### src/rtl/bumpy_hit_detector.sv
// rtl/bumpy_hit_detector.sv - smiley/brick overlap edge classifier publishing per-frame collision levels
//
// Purpose: watches the VGA pixel stream, counts pixels where the smiley and a
// brick draw at the same time, sorts them into the four edge bands of the
// smiley bounding box and, at every frame boundary, publishes the previous
// frame's result as levels held for the whole next frame.
//
// Ports:
//   clk           system clock
//   reset         synchronous, active-high reset
//   startOfFrame  one-cycle pulse per frame
//   pixelX/Y      current scan position (11-bit signed)
//   topLeftX/Y    smiley top-left corner (11-bit signed)
//   smileyDR      smiley drawing request
//   brickDR       brick drawing request
//   EndGame       respawn in progress; starts the grace period
//   collision     any edge (or interior) hit in the last published frame
//   HitEdgeCode   bit0 bottom, bit1 right, bit2 top, bit3 left
//   hitPulse      one-cycle strobe when a result with collision=1 is published
module bumpy_hit_detector #(
  parameter int OBJ_W         = 32,
  parameter int OBJ_H         = 32,
  parameter int EDGE_BAND     = 4,
  parameter int HIT_THRESHOLD = 2,
  parameter int COUNT_BITS    = 8,
  parameter int GRACE_FRAMES  = 2
) (
  input  logic        clk,
  input  logic        reset,
  input  logic        startOfFrame,
  input  logic [10:0] pixelX,
  input  logic [10:0] pixelY,
  input  logic [10:0] topLeftX,
  input  logic [10:0] topLeftY,
  input  logic        smileyDR,
  input  logic        brickDR,
  input  logic        EndGame,
  output logic        collision,
  output logic [3:0]  HitEdgeCode,
  output logic        hitPulse
);

  localparam int GW = (GRACE_FRAMES < 2) ? 1 : $clog2(GRACE_FRAMES + 1);

  localparam logic signed [11:0] W_S  = 12'(OBJ_W);
  localparam logic signed [11:0] H_S  = 12'(OBJ_H);
  localparam logic signed [11:0] B_S  = 12'(EDGE_BAND);
  localparam logic signed [11:0] WB_S = 12'(OBJ_W - EDGE_BAND);
  localparam logic signed [11:0] HB_S = 12'(OBJ_H - EDGE_BAND);

  localparam logic [COUNT_BITS-1:0] CNT_MAX = '1;
  localparam logic [COUNT_BITS-1:0] TH_C    = COUNT_BITS'(HIT_THRESHOLD);

  typedef enum logic [1:0] {IDLE, ARMED, GRACE} state_e;

  // Stage 1: offsets relative to the smiley box, overlap flag, delayed SOF.
  logic signed [11:0] off_x_d, off_y_d;
  logic signed [11:0] off_x_q, off_y_q;
  logic               ovl_q, sof1_q, sof2_q;

  assign off_x_d = {pixelX[10], pixelX} - {topLeftX[10], topLeftX};
  assign off_y_d = {pixelY[10], pixelY} - {topLeftY[10], topLeftY};

  // Stage 2 state.
  state_e              state_q;
  logic [GW-1:0]       grace_q;
  logic [COUNT_BITS-1:0] cnt_q [4];
  logic [COUNT_BITS-1:0] cnt_d [4];
  logic                int_q, int_d;

  logic       in_box, valid, accept, interior_hit, col_w;
  logic [3:0] edge_hit, hits_w;

  always_comb begin
    in_box = !off_x_q[11] && (off_x_q < W_S) && !off_y_q[11] && (off_y_q < H_S);
    valid  = ovl_q && in_box;

    edge_hit[0] = valid && (off_y_q >= HB_S);
    edge_hit[1] = valid && (off_x_q >= WB_S);
    edge_hit[2] = valid && (off_y_q < B_S);
    edge_hit[3] = valid && (off_x_q < B_S);
    interior_hit = valid && (edge_hit == 4'b0000);

    // Pixels count while armed; on the frame boundary that arms the block
    // (first SOF out of IDLE, last SOF of the grace period) the concurrent
    // pixel already belongs to the new frame.
    accept = (state_q == ARMED) ||
             (sof2_q && ((state_q == IDLE) ||
                         ((state_q == GRACE) && (grace_q <= GW'(1)))));

    for (int i = 0; i < 4; i++) begin
      cnt_d[i] = sof2_q ? '0 : cnt_q[i];
      if (accept && edge_hit[i] && (cnt_d[i] != CNT_MAX)) begin
        cnt_d[i] = cnt_d[i] + 1'b1;
      end
    end
    int_d = (sof2_q ? 1'b0 : int_q) | (accept && interior_hit);

    for (int i = 0; i < 4; i++) begin
      hits_w[i] = (cnt_q[i] >= TH_C);
    end
    col_w = (|hits_w) | int_q;
  end

  always_ff @(posedge clk) begin
    if (reset) begin
      off_x_q     <= '0;
      off_y_q     <= '0;
      ovl_q       <= 1'b0;
      sof1_q      <= 1'b0;
      sof2_q      <= 1'b0;
      state_q     <= IDLE;
      grace_q     <= '0;
      for (int i = 0; i < 4; i++) cnt_q[i] <= '0;
      int_q       <= 1'b0;
      collision   <= 1'b0;
      HitEdgeCode <= 4'b0000;
      hitPulse    <= 1'b0;
    end else begin
      off_x_q  <= off_x_d;
      off_y_q  <= off_y_d;
      ovl_q    <= smileyDR & brickDR;
      sof1_q   <= startOfFrame;
      sof2_q   <= sof1_q;
      hitPulse <= 1'b0;
      for (int i = 0; i < 4; i++) cnt_q[i] <= cnt_d[i];
      int_q    <= int_d;

      // EndGame overrides a coincident frame boundary.
      if (EndGame) begin
        state_q     <= GRACE;
        grace_q     <= GW'(GRACE_FRAMES);
        for (int i = 0; i < 4; i++) cnt_q[i] <= '0;
        int_q       <= 1'b0;
        collision   <= 1'b0;
        HitEdgeCode <= 4'b0000;
      end else if (sof2_q) begin
        unique case (state_q)
          IDLE: begin
            state_q     <= ARMED;
            collision   <= 1'b0;
            HitEdgeCode <= 4'b0000;
          end
          ARMED: begin
            HitEdgeCode <= hits_w;
            collision   <= col_w;
            hitPulse    <= col_w & ~hitPulse;
          end
          GRACE: begin
            collision   <= 1'b0;
            HitEdgeCode <= 4'b0000;
            if (grace_q <= GW'(1)) begin
              grace_q <= '0;
              state_q <= ARMED;
            end else begin
              grace_q <= grace_q - 1'b1;
            end
          end
          default: state_q <= IDLE;
        endcase
      end
    end
  end

endmodule

### config.mk
export PLATFORM = sky130hd
export DESIGN_NAME = bumpy_hit_detector
export DESIGN_NICKNAME = d
export VERILOG_FILES = /design/src/rtl/bumpy_hit_detector.sv
export SDC_FILE = /design/constraint.sdc
export NUM_CORES = 1
export LEC_CHECK = 0
export CAP_MARGIN = 0
export CORE_MARGIN = 10
export CORE_UTILIZATION = 59
export DETAILED_ROUTE_END_ITERATION = 16
export PLACE_DENSITY_LB_ADDON = 0.25
export SYNTH_ARGS = -nofsm -noshare
export SYNTH_HDL_FRONTEND = slang
export SYNTH_SLANG_ARGS = --single-unit
### constraint.sdc
create_clock -name clk -period 6.6 [get_ports clk]
set_clock_uncertainty 0.2 [all_clocks]
set_input_delay 0.99 -clock clk [delete_from_list [all_inputs] [get_ports clk]]
set_output_delay 0.99 -clock clk [all_outputs]
set_load 0.01 [all_outputs]
==> flow_summary.yaml <==
outcome:
  run_status: "finished clean"
clock_network:
  hold_buffers: 0
  cts_max_path_buffers: 2
  cts_tree: "done"
  cts.reportedPaths.clkPinSlew_ns: 0.07
  quantity_of_gates_resized_following_cts: 0
  post_cts_setup_repair_buffer_count: 0
  cts_sinks: 66
  clock_tree.htree_level_count: 3
  clock_buffer_count_from_cts: 9
  clock_insertion_delay_worst_skew_ns: 0.35
  cts_root_buffer: "sky130_fd_sc_hd__clkbuf_8"
place:
  placed_cells_incl_taps: 598
  dp_hpwl_um: 6630
  placement.cell_area_um2: 4680
  port_buffers: 55
  gp_congestion: 0.887
  dpl_worst_slack_ns: 2.94
finish:
  antenna_cell_count: 0
  design_area_um2: 4880
  fin_util_pct: 72.6
  drive_above_1_share_pct: 5.24
  area.growth.synth_to_final_pct: 21.3
  num-fill-cells: 529
  finalNetCount: 607
  finalNonFillerCells: 614
timing:
  rsz0062_at_grt: "false"
  timing.final.crit_share_pct: 50.1
  totalNegativeSetupSlack_ns: 0
  report.final.setup_viol: 0
  fmax_ghz: 0.302
  worst_slew_margin_rel_pct: 39.4
  timing.final.ws_setup_ns: 3.29
  finalCriticalPeriod_ns: 3.31
  final_hold_viol_count: 0
  worstMarginPinSlew_ns: 0.902
  final_max_slew_viol_count: 0
die:
  start_util_pct: 59.9
  die_h_um: 103
  core_region_area_um2: 6720
  row_count: 30
  area_enclosed_by_the_die_boundary_um2: 10500
  die-width_um: 103
  floorplan.io_pins: 56
yosys:
  synth.lib_cells_used.distinct: 59
  post_synth.cell_area_avg_um2: 8.73
  synth_area_leaders: "sky130_fd_sc_hd__dfxtp_1, sky130_fd_sc_hd__edfxtp_1, sky130_fd_sc_hd__ha_1"
  synth-edff-count: 16
  fraction_of_synthesis_flops_using_an_asynchronous_set_or_reset_pin_pct: 0
  ys.flop_type: "sky130_fd_sc_hd__dfxtp_1"
  synth_top_area_cell: "sky130_fd_sc_hd__dfxtp_1"
  synth_top_area_share_pct: 24.9
  postSynthCellCount: 461
  synth-warning-count: 0
  synth_area_um2: 4020
  synth-seq-cells: 66
  synth.yosys.seq_area_share_pct: 36.8
routing:
  route.vias.total: 3559
  via_per_inst: 5.80
  final_antenna_net_count: 0
  detail_route.first_pass.iterations: 4
  routed_wire_length_per_instance_um: 14.1
  postRouteWirelength_um: 8650
  detail_route.drc_violations: 0
  drt_first_iter_violations: 146
global_routing:
  first_global_vias: 3494
  grt-ovfl-total: 0
  grt_antenna_before_repair: 0
  grt_use_total_pct: 16.9
  grt_pass1_wl_um: 14600
  grt_start_max_net_pins: 34
critical_path:
  worstSetupPathType: "input port to flip-flop"
  critical_path.startpoint_type: "input port"
  path_max_fanout: 33
  worst-endpoint-arrival_ns: 3.27
  timing.critical_path.required_ns: 6.56
  timing.critical_path.to_type: "flip-flop"
power_and_ir_drop:
  leakage_uw: 0.00195
  vdd_drop_max_mv: 0.102
  power.density_cell_area_nw_per_um2: 198
flow_run:
  max_cap_viol_count: 0
min_path:
  worstHoldPathType: "flip-flop to flip-flop"
[critical path: stages]
cell and delay, ns:
sky130_fd_sc_hd__clkdlybuf4s50_1 0.86, sky130_fd_sc_hd__or2_2 0.77, sky130_fd_sc_hd__or3_1 0.40, sky130_fd_sc_hd__o41ai_1 0.24
[path summary, 6_finish.rpt]
| kind | cells past startpoint | end | startpoint | slack [ns] |
|---|---|---|---|---|
| worst max-delay path | 4 | cnt_q[2][5] | reset | 3.29 |
| worst min register to register | 1 | hitPulse | hitPulse | 0.22 |
| worst min-delay path | 1 | hitPulse | hitPulse | 0.22 |
| worst max register to register | 8 | cnt_q[2][7] | sof2_q | 3.55 |
[cell usage after synthesis, drive strengths merged (2+ instances only)]
master,instances
a31oi,6
o21a,6
buf,2
o41ai,3
o31a,3
xor2,6
mux2i,7
nand4,8
nor2b,22
or2,5
fa,2
and2,2
a211oi,3
nor4,9
a21oi,24
clkbuf,12
or4,8
and3,6
or3,12
nor3,16
edfxtp,16
a21o,7
nand3b,3
a22oi,2
inv,36
nor2,40
mux2,3
o211ai,3
a211o,3
o2111a,2
o21ai,20
xnor2,13
nand2b,5
o31ai,6
ha,26
o2111ai,4
nand2,28
nand3,17
and4b,2
dfxtp,50
[stage by stage]
stage / hold slack (ns) / total power (µW)
2_1_floorplan: 0.214 / 575
3_3_place_gp: 0.211 / 625
3_5_place_dp: 0.219 / 632
4_1_cts: 0.229 / 970
5_1_grt: 0.261 / 1010
6_report: 0.225 / 966
[where the power goes]
part	switching, µW	internal, µW
logic	85.2	85.2
clock network	148	194
registers	16.9	437
total	250	716
[layout by cell type (no fill, tap or decap), drive strengths merged, types with 7 or more instances in the layout]
cell type      netlist  layout
clkdlybuf4s50        0      55
dfxtp               50      50
nor2                40      40
inv                 36      36
nand2               28      28
ha                  26      26
a21oi               24      24
nor2b               22      22
o21ai               20      20
nand3               17      17
edfxtp              16      16
conb                 1      16
nor3                16      16
xnor2               13      13
clkbuf              12      13
or3                 12      12
nor4                 9       9
or4                  8       8
nand4                8       8
a21o                 7       7
mux2i                7       7
[cell type report]
| cell class | instances | area (µm²) | area share (%) |
|---|---|---|---|
| timing repair buffer | 56 | 558 | 11.4 |
| inverter | 36 | 135 | 2.77 |
| clock buffer | 13 | 159 | 3.26 |
| multi-input combinational | 360 | 2410 | 49.3 |
| tap | 80 | 100 | 2.05 |
| clock inverter | 3 | 38.8 | 0.795 |
| sequential | 66 | 1480 | 30.4 |
[registers in the layout, indices dropped and copies added (netlist names)]
signal / flops
ovl_q: 1
off_x_q: 10
state_q: 2
off_y_q: 10
collision: 1
sof2_q: 1
int_q: 1
HitEdgeCode: 4
cnt_q: 32
grace_q: 2
sof1_q: 1
hitPulse: 1
[metal layers]
layer  share of wire, %  GRT usage, %  vias to the layer above
met1                 45          19.7                     1634
met2                 48          28.7                      106
met3                5.2          4.22                       17
li1                   -             -                     1802
met4                2.0          6.94                        0
met5                  0             0                        -
[kinds of logic after synthesis]
group                      share of synthesized area [%]
adders and majority gates                           9.08
DFF                                                 36.8
muxes                                               2.58
buffers and inverters                               4.70
other                                             0.0932
and+or+nand+nor                                     26.2
xor gates and xnor gates                            4.14
AOI/OAI and AO/OA                                   16.4
No activity file was read; power rests on OpenSTA's default activity.
